File: src/rtl/alu_arbiter.sv
// Two-port valid/ready arbiter sharing one ALU; a LATENCY-deep tag pipe routes each result back to its issuer.
// Tie-break is fixed priority to port 0 unless ALU_ARB_ROUND_ROBIN_EN is defined.
module alu_arbiter #(
  parameter int DATA_WIDTH   = 32,
  parameter int CTRL_WIDTH   = 4,
  parameter int SHAMT_WIDTH  = 5,
  parameter int STATUS_WIDTH = 4,
  parameter int LATENCY      = 1
) (
  input  logic                      clk,
  input  logic                      rst_n,
  input  logic [1:0]                req_valid,
  output logic [1:0]                req_ready,
  input  logic [2*DATA_WIDTH-1:0]   req_a,
  input  logic [2*DATA_WIDTH-1:0]   req_b,
  input  logic [2*CTRL_WIDTH-1:0]   req_ctrl,
  input  logic [2*SHAMT_WIDTH-1:0]  req_shamt,
  output logic [2*DATA_WIDTH-1:0]   alu_dataIn,
  output logic [CTRL_WIDTH-1:0]     alu_ctrl,
  output logic [SHAMT_WIDTH-1:0]    alu_shamt,
  output logic                      alu_en_n,
  input  logic [DATA_WIDTH-1:0]     alu_dataOut,
  input  logic [STATUS_WIDTH-1:0]   alu_status,
  input  logic [DATA_WIDTH-1:0]     alu_hi,
  input  logic [DATA_WIDTH-1:0]     alu_lo,
  output logic [1:0]                rsp_valid,
  output logic [DATA_WIDTH-1:0]     rsp_data,
  output logic [STATUS_WIDTH-1:0]   rsp_status,
  output logic [DATA_WIDTH-1:0]     rsp_hi,
  output logic [DATA_WIDTH-1:0]     rsp_lo,
  output logic                      busy
);

  logic                    iss_vld_q, iss_vld_d;
  logic                    iss_port_q, iss_port_d;
  logic [DATA_WIDTH-1:0]   alu_a_q, alu_a_d;
  logic [DATA_WIDTH-1:0]   alu_b_q, alu_b_d;
  logic [CTRL_WIDTH-1:0]   alu_ctrl_q, alu_ctrl_d;
  logic [SHAMT_WIDTH-1:0]  alu_shamt_q, alu_shamt_d;
  logic [LATENCY-1:0]      tag_vld_q, tag_vld_d;
  logic [LATENCY-1:0]      tag_port_q, tag_port_d;
  logic [1:0]              rsp_valid_q, rsp_valid_d;
  logic [DATA_WIDTH-1:0]   rsp_data_q, rsp_data_d;
  logic [STATUS_WIDTH-1:0] rsp_status_q, rsp_status_d;
  logic [DATA_WIDTH-1:0]   rsp_hi_q, rsp_hi_d;
  logic [DATA_WIDTH-1:0]   rsp_lo_q, rsp_lo_d;
  logic                    accept;
  logic                    grant_port;
`ifdef ALU_ARB_ROUND_ROBIN_EN
  logic                    rr_last_q, rr_last_d;
`endif

  // Grant is purely a function of the valids and the tie-break state, held off while in reset.
  always_comb begin
    req_ready = 2'b00;
    if (rst_n) begin
      if (req_valid == 2'b11) begin
`ifdef ALU_ARB_ROUND_ROBIN_EN
        req_ready = rr_last_q ? 2'b01 : 2'b10;
`else
        req_ready = 2'b01;
`endif
      end else begin
        req_ready = req_valid;
      end
    end
  end

  assign accept     = |(req_valid & req_ready);
  assign grant_port = req_ready[1];

  always_comb begin
    iss_vld_d   = accept;
    iss_port_d  = grant_port;
    alu_a_d     = alu_a_q;
    alu_b_d     = alu_b_q;
    alu_ctrl_d  = alu_ctrl_q;
    alu_shamt_d = alu_shamt_q;
    if (accept) begin
      alu_a_d     = grant_port ? req_a[2*DATA_WIDTH-1:DATA_WIDTH] : req_a[DATA_WIDTH-1:0];
      alu_b_d     = grant_port ? req_b[2*DATA_WIDTH-1:DATA_WIDTH] : req_b[DATA_WIDTH-1:0];
      alu_ctrl_d  = grant_port ? req_ctrl[2*CTRL_WIDTH-1:CTRL_WIDTH] : req_ctrl[CTRL_WIDTH-1:0];
      alu_shamt_d = grant_port ? req_shamt[2*SHAMT_WIDTH-1:SHAMT_WIDTH]
                               : req_shamt[SHAMT_WIDTH-1:0];
    end

    // The tag enters one cycle after issue, so its exit lines up with valid ALU outputs.
    tag_vld_d  = LATENCY'({tag_vld_q, iss_vld_q});
    tag_port_d = LATENCY'({tag_port_q, iss_port_q});

    rsp_valid_d  = {tag_port_q[LATENCY-1], ~tag_port_q[LATENCY-1]} & {2{tag_vld_q[LATENCY-1]}};
    rsp_data_d   = rsp_data_q;
    rsp_status_d = rsp_status_q;
    rsp_hi_d     = rsp_hi_q;
    rsp_lo_d     = rsp_lo_q;
    if (tag_vld_q[LATENCY-1]) begin
      rsp_data_d   = alu_dataOut;
      rsp_status_d = alu_status;
      rsp_hi_d     = alu_hi;
      rsp_lo_d     = alu_lo;
    end
`ifdef ALU_ARB_ROUND_ROBIN_EN
    rr_last_d = accept ? grant_port : rr_last_q;
`endif
  end

  always_ff @(posedge clk or negedge rst_n) begin
    if (!rst_n) begin
      iss_vld_q    <= 1'b0;
      iss_port_q   <= 1'b0;
      alu_a_q      <= '0;
      alu_b_q      <= '0;
      alu_ctrl_q   <= '0;
      alu_shamt_q  <= '0;
      tag_vld_q    <= '0;
      tag_port_q   <= '0;
      rsp_valid_q  <= 2'b00;
      rsp_data_q   <= '0;
      rsp_status_q <= '0;
      rsp_hi_q     <= '0;
      rsp_lo_q     <= '0;
`ifdef ALU_ARB_ROUND_ROBIN_EN
      rr_last_q    <= 1'b1;
`endif
    end else begin
      iss_vld_q    <= iss_vld_d;
      iss_port_q   <= iss_port_d;
      alu_a_q      <= alu_a_d;
      alu_b_q      <= alu_b_d;
      alu_ctrl_q   <= alu_ctrl_d;
      alu_shamt_q  <= alu_shamt_d;
      tag_vld_q    <= tag_vld_d;
      tag_port_q   <= tag_port_d;
      rsp_valid_q  <= rsp_valid_d;
      rsp_data_q   <= rsp_data_d;
      rsp_status_q <= rsp_status_d;
      rsp_hi_q     <= rsp_hi_d;
      rsp_lo_q     <= rsp_lo_d;
`ifdef ALU_ARB_ROUND_ROBIN_EN
      rr_last_q    <= rr_last_d;
`endif
    end
  end

  assign alu_dataIn = {alu_a_q, alu_b_q};
  assign alu_ctrl   = alu_ctrl_q;
  assign alu_shamt  = alu_shamt_q;
  assign alu_en_n   = ~iss_vld_q;
  assign rsp_valid  = rsp_valid_q;
  assign rsp_data   = rsp_data_q;
  assign rsp_status = rsp_status_q;
  assign rsp_hi     = rsp_hi_q;
  assign rsp_lo     = rsp_lo_q;
  assign busy       = iss_vld_q | (|tag_vld_q);

endmodule

File: config.mk
export PLATFORM = sky130hd
export DESIGN_NAME = alu_arbiter
export DESIGN_NICKNAME = d
export VERILOG_FILES = /design/src/rtl/alu_arbiter.sv
export SDC_FILE = /design/constraint.sdc
export NUM_CORES = 1
export LEC_CHECK = 0
export ABC_AREA = 0
export BUFFER_PORTS_ARGS = -buffer_cell sky130_fd_sc_hd__buf_2
export CAP_MARGIN = 15
export CORE_AREA = 5 5 164 166
export DETAILED_ROUTE_END_ITERATION = 16
export DIE_AREA = 0 0 169 171
export PLACE_DENSITY_LB_ADDON = 0.2
export SLEW_MARGIN = 20
export SYNTH_ARGS = -nofsm -noshare
export SYNTH_HDL_FRONTEND = slang
export SYNTH_SLANG_ARGS = --single-unit
File: constraint.sdc
create_clock -name clk -period 2.01 [get_ports clk]
set_input_delay 0.1005 -clock clk [delete_from_list [all_inputs] [get_ports clk]]
set_output_delay 0.1005 -clock clk [all_outputs]
set_load 0.005 [all_outputs]
==> run metrics, run 1 <==
status complete, no violations; pwr dens 739 nW/µm²; P&R area growth vs syn 65.2%; Hold Vio Cnt, Final 0; Clock Latency Late Sink 0.43 ns; layout cells sized above 1 0.488; post-route ant nets 0; most common cell in the synthesized netlist dfrtp_1; Fin Setup TNS 0 ns; Synth area leader dfrtp_1; synth cell count leaders 179 x dfrtp_1, 100 x mux2_2, 70 x nand3b_1, 70 x o211a_1, 65 x nand4bb_1; die span in x roughly 170 µm; clock slew at reported path FFs 0.08 ns; Ports 429; busiest grt layer met2; GRT met1 Usage 0.220; DRT iter0 DRCs between 300 and 400; CP arrival 2.25 ns; max-slew violations 0; Main synth FF type dfrtp_1; worst hold stages 3; global-route wire length before repair 42.3 mm; Cell Area, Synth 8050 µm²; WL/cell approximately 18 µm; unrepaired setup endpoints after global routing false; largest net degree at the start of global routing 97; mean area per synthesized cell 14.3 µm²; DRC viols 0; Leakage 6.17 nW; sequential-to-total area share from yosys stat 0.556; CP Capture Type flop; first-pass iteration count of the detailed router 4; Synth Instances 562; Std-Cell Rows 59; vias 7235; ranking of synthesized cells by area dfrtp_1 56%, mux2_2 14%, nand4bb_1 9.1%, o211a_1 8.7%, nand3b_1 6.5%; maxcap violations 0; grt total ovfl 0; H-Tree Level Count 4; CTS Buf Count 17; Die H 171 µm; Layout fillers 2213; GPL Wtd Cong roughly 0.75; post-layout min period 1.93 ns; clk root buf clkbuf_16; met3 GRT Util 0.0628; Setup Skew 0.0116 ns; Worst Hold Slack 0.0181 ns; Hold Path Class in2reg; initial antenna violation count 1; antenna diode count 0; Post-synth EDFFs 0; DP HPWL 18.5 mm; Worst Setup Path Type in2reg; CP Launch Type primary input; share of the synthesized area in the top cell type 0.556; worst reg2reg path depth 2; worst setup margin 0.0803 ns; post-synthesis register bit count 179; worst-margin pin slew 0.463 ns; # setup viols final 0; syn_nets 812; f_max just over 500 MHz; vias in the first global route 7696; TritonCTS Sinks 179; clock buffer depth 2; IO buf count about 430; Rel. slew slack 0.692; Post-synth ARST share 1.00; synth unique cells 19; Yosys warning count 0; Initial Util 0.316; Place WS 0.503 ns; CP required around 2.3 ns; Max IR drop VDD between 0.0003 and 0.0004 V; vias per cell approximately 4.7; Post-CTS Setup Inserts 0; final worst-path cycle share 0.960; GRT met2 Usage 0.313; die area 28900 µm²; Core Area roughly 25000 µm²; CTS tree built; CP max FO 27; overall routing resource usage 0.184; Final #Nets ~1400; final wirelength 27.8 mm
## power by group
group / leakage [nW] / switching [mW] / total, mW / internal, mW
Clock: 0.288 / 1.65 / 3.33 / 1.68
Combinational: 3.83 / 0.842 / 2.17 / 1.33
Sequential: 2.05 / 0.262 / 4.33 / 4.06
Total: 6.17 / 2.76 / 9.83 / 7.08
## worst max-delay path, stage by stage
cell and delay [ns]:
dlygate4sd3_1 0.58, buf_8 0.24, buf_16 0.21, buf_4 0.22, nand4bb_1 0.14, o211a_1 0.16, dlygate4sd3_1 0.56
## cell type report
class	count	area, µm²	share of cell area
Clock buffer	18	429	0.0323
Clock inverter	14	163	0.0122
Inverter	2	7.51	0.000564
Multi-Input combinational cell	322	3250	0.245
Sequential cell	179	4480	0.337
Tap cell	335	419	0.0315
Timing Repair Buffer	657	4550	0.342
## final timing paths
kind                                 start         end  slack [ns]
worst max-delay path                 rst_n  alu_b_q[1]        0.08
worst min-delay path              req_b[0]  alu_b_q[0]        0.02
min in group asynchronous            rst_n  rsp_hi[23]        0.13
max in group asynchronous            rst_n   tag_vld_q        1.17
worst max register to register   tag_vld_q  rsp_hi[25]        0.49
worst min register to register  iss_port_q  tag_port_q        0.35
## layer usage
| metal | vias up | part of all wire |
|---|---|---|
| li1 | 3363 | - |
| met1 | 3501 | 0.40 |
| met2 | 320 | 0.49 |
| met3 | 49 | 0.085 |
| met4 | 2 | 0.027 |
| met5 | - | 0.00058 |
## registers in the layout, indices dropped and copies added (netlist names)
name,cells
alu_a_q,32
alu_b_q,32
alu_ctrl,4
alu_shamt,5
iss_port_q,1
iss_vld_q,1
rsp_data,32
rsp_hi,32
rsp_lo,32
rsp_status,4
rsp_valid,2
tag_port_q,1
tag_vld_q,1
## cells in the final DEF, fill, tap and decap left out, drive strengths merged
master	n
buf	447
inv	8
or4bb	8
dfrtp	179
o211a	70
and3b	1
o221a	3
clkinv	8
nand3b	70
mux2	100
nand4bb	65
dlygate4sd3	209
clkbuf	19
and2	1
nor2b	1
o21a	1
or2	1
nand2	1
## repair_timing
action / 4_1_cts / 5_1_grt
setup endpoints to repair: 0 / 15
gates resized for setup: 0 / 2
hold endpoints to repair: 320 / 0
hold buffers: 209 / 0
## per-stage QoR
| stage | power, mW | util | cell area, µm² | instances |
|---|---|---|---|---|
| floorplan | 5.14 | - | 8050 | 562 |
| detailed placement | 6.17 | 0.415 | 10600 | 1285 |
| finish | 9.83 | 0.522 | 13300 | 1527 |
| CTS | 9.96 | 0.521 | 13300 | 1526 |
| global route | 10.3 | 0.522 | 13300 | 1527 |
| global placement | 6.15 | 0.415 | 10600 | 1285 |
## kinds of logic (layout without fill, tap and decap cells)
group,after synthesis,count (layout),share of synthesized area
buffers and inverters,61,691,0.0404
multiplexers,100,100,0.140
flip-flops,179,179,0.556
AND/OR/NAND/NOR,148,148,0.171
AO/OA/AOI/OAI,74,74,0.0922
No activity file was read; power rests on OpenSTA's default activity.
==> inputs of run 2 (changes only) <==
--- a/config.mk
+++ b/config.mk
@@ -11,6 +11,7 @@
 export CORE_AREA = 5 5 164 166
 export DETAILED_ROUTE_END_ITERATION = 16
 export DIE_AREA = 0 0 169 171
+export GPL_TIMING_DRIVEN = 0
 export PLACE_DENSITY_LB_ADDON = 0.2
 export SLEW_MARGIN = 20
 export SYNTH_ARGS = -nofsm -noshare
==> run metrics, run 2 (synthesis gave the netlist of run 1 again) <==
status complete, no violations; layout cells sized above 1 0.498 (+0.00967); Pwr Total 9.82 mW (-0.17%); CP Capture Type output pin; Area after DPL 10700 µm² (+0.83%); Clock Latency Late Sink 0.42 ns (about the same); GRT met2 Usage 0.356 (+0.0426); vias 7394 (+2.2%); die span in x 169 µm (unchanged); Layout Utilization 0.516 (-0.00658); DRT iter0 DRCs 383 (+3.2%); f_max 565 MHz (+9.0%); # setup viols final 0 (unchanged); GPL Wtd Cong 0.765 (+2.1%); busiest grt layer met2; CTS tree built; DP HPWL 21.0 mm (+14%); CTS Buf Count 17 (unchanged); final wirelength 30.4 mm (+9.5%); Crit Reg-Reg Endpoint rsp_hi[1]; DRC viols 0 (unchanged); Layout fillers 2259 (+2.1%); global-route wire length before repair 45.6 mm (+8.0%); unrepaired setup endpoints after global routing false; pwr dens 747 nW/µm² (+1.1%); Hold Path Sink alu_a_q[4]; area of the multi-input gates 3250 µm² (-0.23%); CP required 1.91 ns (-0.42 ns); clock slew at reported path FFs 0.08 ns (about the same); Std-Cell Rows 59 (unchanged); maxcap violations 0 (unchanged); final worst-path cycle share 0.881 (-0.0789); worst reg2reg path depth 3 (+1); first-pass iteration count of the detailed router 5 (+1); worst setup margin 0.239 ns (+0.159 ns); Die H 171 µm (unchanged); WL/cell 19.8 µm (+8.6%); critical path's slowest cell dfrtp_1; CP arrival 1.67 ns (-0.58 ns); largest net degree at the start of global routing 81 (-16%); Place WS -0.0987 ns (-0.601 ns); final instance area 13100 µm² (-1.3%); met3 GRT Util 0.0695 (+0.00670); crit-path cells buf_2 -> buf_2 -> or2_2 -> buf_2; Final #Nets 1440 (+0.77%); Rel. slew slack 0.659 (-0.0323); Initial Util 0.316 (unchanged); overall routing resource usage 0.200 (+0.0162); worst-margin pin slew 0.511 ns (+0.0485 ns); clk root buf clkbuf_16; CP max FO 10 (-63%); H-Tree Level Count 4 (unchanged); initial antenna violation count 6 (+5); CP Launch Type flop; CP bufs+invs 3 (-2); post-route ant nets 0 (unchanged); grt total ovfl 0 (unchanged); most used cell, CP buf_2; max-slew violations 0 (unchanged); Core Area 25500 µm² (unchanged); Worst Setup Path Type reg2out; Max IR drop VDD 0.000430 V (+15%); IO buf count 426 (-0.47%); Setup Skew 0.0138 ns (+0.00225 ns); CP top delay family buffers and inverters; Hold Vio Cnt, Final 0 (unchanged); commonest non-fill, non-tap cell in the layout buf_2; worst hold stages 3 (unchanged); clock buffer depth 2 (unchanged); P&R area growth vs syn 63.1%; Post-CTS Setup Inserts 0 (unchanged); Ports 429 (unchanged); Crit path largest cell delay 0.40 ns (-0.18 ns); Hold Path Class in2reg; Reg-to-Reg Start tag_vld_q; die area 28900 µm² (unchanged); Storage cell area 4480 µm² (about the same); Leakage 6.16 nW (-0.23%); GRT met1 Usage 0.232 (+0.0120); TritonCTS Sinks 179 (unchanged); vias per cell 4.80 (+1.3%); hold path startpoint req_a[36]; vias in the first global route 8157 (+6.0%); R2R setup slack 0.57 ns (+0.08 ns); post-layout min period 1.77 ns (-0.159 ns); commonest non-fill, non-tap cells in the layout 448 x buf_2, 179 x dfrtp_1, 176 x dlygate4sd3_1
run 2: cell types whose count changed in the layout (fill, tap and decap cells not counted), sizes merged:
cell         previous run  this run
clkinv                  8         6
clkbuf                 19        44
buf                   447       466
inv                     8        10
diode                   0         2
dlygate4sd3           209       176
run 2: power by group:
group	internal (mW)	leakage (nW)	switching (mW)
clock network	1.69	0.288	1.69
registers	4.06	2.05	0.236
logic	1.25	3.82	0.892
run 2: worst max path at each step:
stage / to / slack (ns) / from / depth (start not counted)
after floorplan: rsp_data[0] / 0.81 / tag_vld_q / 3
final: busy / 0.24 / tag_vld_q / 4
after global placement: alu_ctrl[2] / -3.03 / rst_n / 6
after CTS: alu_a_q[16] / 0.02 / rst_n / 7
after detailed placement: alu_ctrl[2] / -0.1 / rst_n / 7
after global routing: busy / 0.09 / tag_vld_q / 4
run 2: per-layer routing:
layer | vias to the layer above | wire length [µm]
met2 | 335 | 15400
met1 | 3614 | 11800
met3 | 40 | 2750
li1 | 3397 | -
met4 | 8 | 493
met5 | - | 48
run 2: per-stage QoR:
| step | setup TNS [ns] | std cells | hold slack [ns] |
|---|---|---|---|
| after floorplan | 0 | 562 | -0.195 |
| after global placement | -649.31 | 1323 | 0.332 |
| after detailed placement | -3.04 | 1325 | -0.0285 |
| after CTS | 0 | 1531 | -0.499 |
| after global routing | 0 | 1539 | 0.00223 |
| final | 0 | 1540 | 0.0171 |
run 2: repair_timing:
action,CTS,global route
endpoints found under the hold margin,341,179
hold buffers,174,6
setup endpoints to repair,0,2
resized for setup,0,2
run 2: layout make-up:
type	instances	share of cell area
tap	335	0.0319
clock buffer	18	0.0327
buffer	59	0.0243
sequential	179	0.341
multi-input combinational	322	0.247
clock inverter	14	0.0120
inverter	2	0.000572
antenna	2	0.000381
timing repair buffer	609	0.310
run 2: worst min-delay path, stage by stage:
cell and delay [ns]:
buf_2 0.07, nand4bb_1 0.10, o211a_1 0.14
==> inputs of run 3 (changes only) <==
--- a/config.mk
+++ b/config.mk
@@ -6,7 +6,7 @@
 export NUM_CORES = 1
 export LEC_CHECK = 0
 export ABC_AREA = 0
-export BUFFER_PORTS_ARGS = -buffer_cell sky130_fd_sc_hd__buf_2
+export BUFFER_PORTS_ARGS = -buffer_cell sky130_fd_sc_hd__buf_4
 export CAP_MARGIN = 15
 export CORE_AREA = 5 5 164 166
 export DETAILED_ROUTE_END_ITERATION = 16
==> run metrics, run 3 (synthesis gave the netlist of run 1 again) <==
grt total ovfl 0 (unchanged); CTS Buf Count 17 (unchanged); Worst Hold Slack 0.0222 ns (+0.00510 ns); H-Tree Level Count 4 (unchanged); Layout Utilization 0.566 (+0.0498); worst-margin pin slew 0.549 ns (+0.0378 ns); Rel. slew slack 0.634 (-0.0252); clock slew at reported path FFs 0.07 ns (about the same); GPL Wtd Cong 0.761 (-0.56%); antenna diode count 0 (-2); Ports 429 (unchanged); vias in the first global route 8102 (-0.67%); layout cells sized above 1 0.487 (-0.0106); post-route ant nets 0 (unchanged); CP arrival 1.68 ns (about the same); max-slew violations 0 (unchanged); Die H 171 µm (unchanged); DRC viols 0 (unchanged); status complete, no violations; Post-CTS Resized 0 (unchanged); maxcap violations 0 (unchanged); P&R area growth vs syn 78.9%; TritonCTS Sinks 179 (unchanged); CP Launch Type flop; vias 7434 (+0.54%); clock buffer depth 2 (unchanged); Std-Cell Rows 59 (unchanged); DP HPWL 21.6 mm (+2.6%); largest net degree at the start of global routing 83 (+2.5%); Hold Vio Cnt, Final 0 (unchanged); Fin Setup TNS 0 ns (unchanged); Max IR drop VDD 0.000540 V (+25%); pwr dens 711 nW/µm² (-4.9%); commonest non-fill, non-tap cell in the layout buf_4; final worst-path cycle share 0.884 (+0.00253); Setup Skew 0.0105 ns (-0.00336 ns); worst setup margin 0.234 ns (-0.00508 ns); post-layout min period 1.78 ns (+0.00508 ns); Pwr Total 10.2 mW (+4.3%); Post-CTS Setup Inserts 0 (unchanged); clk root buf clkbuf_16; Place WS -0.0839 ns (+0.0148 ns); critical path's slowest cell dfrtp_1; CP max FO 10 (unchanged); WL/cell 20.0 µm (+1.3%); CTS tree built; Worst Setup Path Type reg2out; Final #Nets 1462 (+1.5%); CP Capture Type output pin; most used cell, CP buf_2; Area after DPL 11700 µm² (+10%); f_max 563 MHz (-0.29%); Crit path largest cell delay 0.39 ns (about the same); Cells after DPL 1325 (unchanged); # setup viols final 0 (unchanged); Hold Path Class in2reg; final wirelength 31.2 mm (+2.6%); DRT iter0 DRCs 335 (-13%); CP bufs+invs 3 (unchanged); commonest non-fill, non-tap cells in the layout 427 x buf_4, 199 x dlygate4sd3_1, 179 x dfrtp_1; die area 28900 µm² (unchanged); first-pass iteration count of the detailed router 6 (+1); Final Instance Count excl. Fillers 1560 (+1.3%); IO buf count 426 (unchanged); vias per cell 4.77 (-0.75%); final instance area 14400 µm² (+9.6%); CP required 1.91 ns (about the same); die span in x 169 µm (unchanged); crit-path cells buf_2 -> buf_2 -> or2_2 -> buf_4; Clock Latency Late Sink 0.43 ns (about the same); unrepaired setup endpoints after global routing false; Core Area 25500 µm² (unchanged); CP top delay family buffers and inverters; Leakage 6.63 nW (+7.6%); overall routing resource usage 0.205 (+0.00441); initial antenna violation count 0 (-6); Initial Util 0.316 (unchanged); global-route wire length before repair 46.4 mm (+1.6%)
run 3: changes by cell type in the layout (fill, tap and decap cells not counted), sizes merged:
cell	delta
buf	-1
dlygate4sd3	+23
diode	-2
run 3: layout make-up:
| cell class | count | area [µm²] |
|---|---|---|
| flip-flops and latches | 179 | 4480 |
| fillers | 2083 | 11100 |
| repair buffers | 631 | 5350 |
| well taps | 335 | 419 |
| inverters | 2 | 7.51 |
| clock inverters | 14 | 158 |
| multi-input cells | 322 | 3250 |
| clock buffers | 18 | 429 |
| plain buffers | 59 | 318 |
run 3: final timing paths:
path	slack [ns]	from	cells after the start	end
min	0.02	req_a[53]	3	alu_a_q[21]
max in group asynchronous	1.03	rst_n	5	alu_ctrl[1]
max reg2reg	0.58	tag_vld_q	3	rsp_hi[29]
min reg2reg	0.39	iss_port_q	0	tag_port_q
max	0.23	tag_vld_q	4	busy
min in group asynchronous	0.31	rst_n	4	rsp_data[14]
run 3: what timing repair did:
item / CTS / global route
hold buffers: 198 / 4
setup endpoints to repair: 0 / 1
endpoints found under the hold margin: 351 / 145
run 3: layer usage:
| layer | vias up | GRT usage | routed length [µm] |
|---|---|---|---|
| met4 | 0 | 0.0613 | 597 |
| met3 | 36 | 0.0612 | 2510 |
| met5 | - | 0 | 0 |
| li1 | 3450 | - | - |
| met1 | 3628 | 0.239 | 12300 |
| met2 | 320 | 0.365 | 15800 |
run 3: worst min-delay path: stages:
cell     delay, ns
buf_4         0.08
or4bb_1       0.09
o211a_1       0.13
run 3: power by group:
part,internal (mW),switching [mW],leakage (nW),total (mW)
combinational,1.65,0.915,4.29,2.56
sequential,4.06,0.260,2.05,4.32
clock,1.68,1.67,0.288,3.35
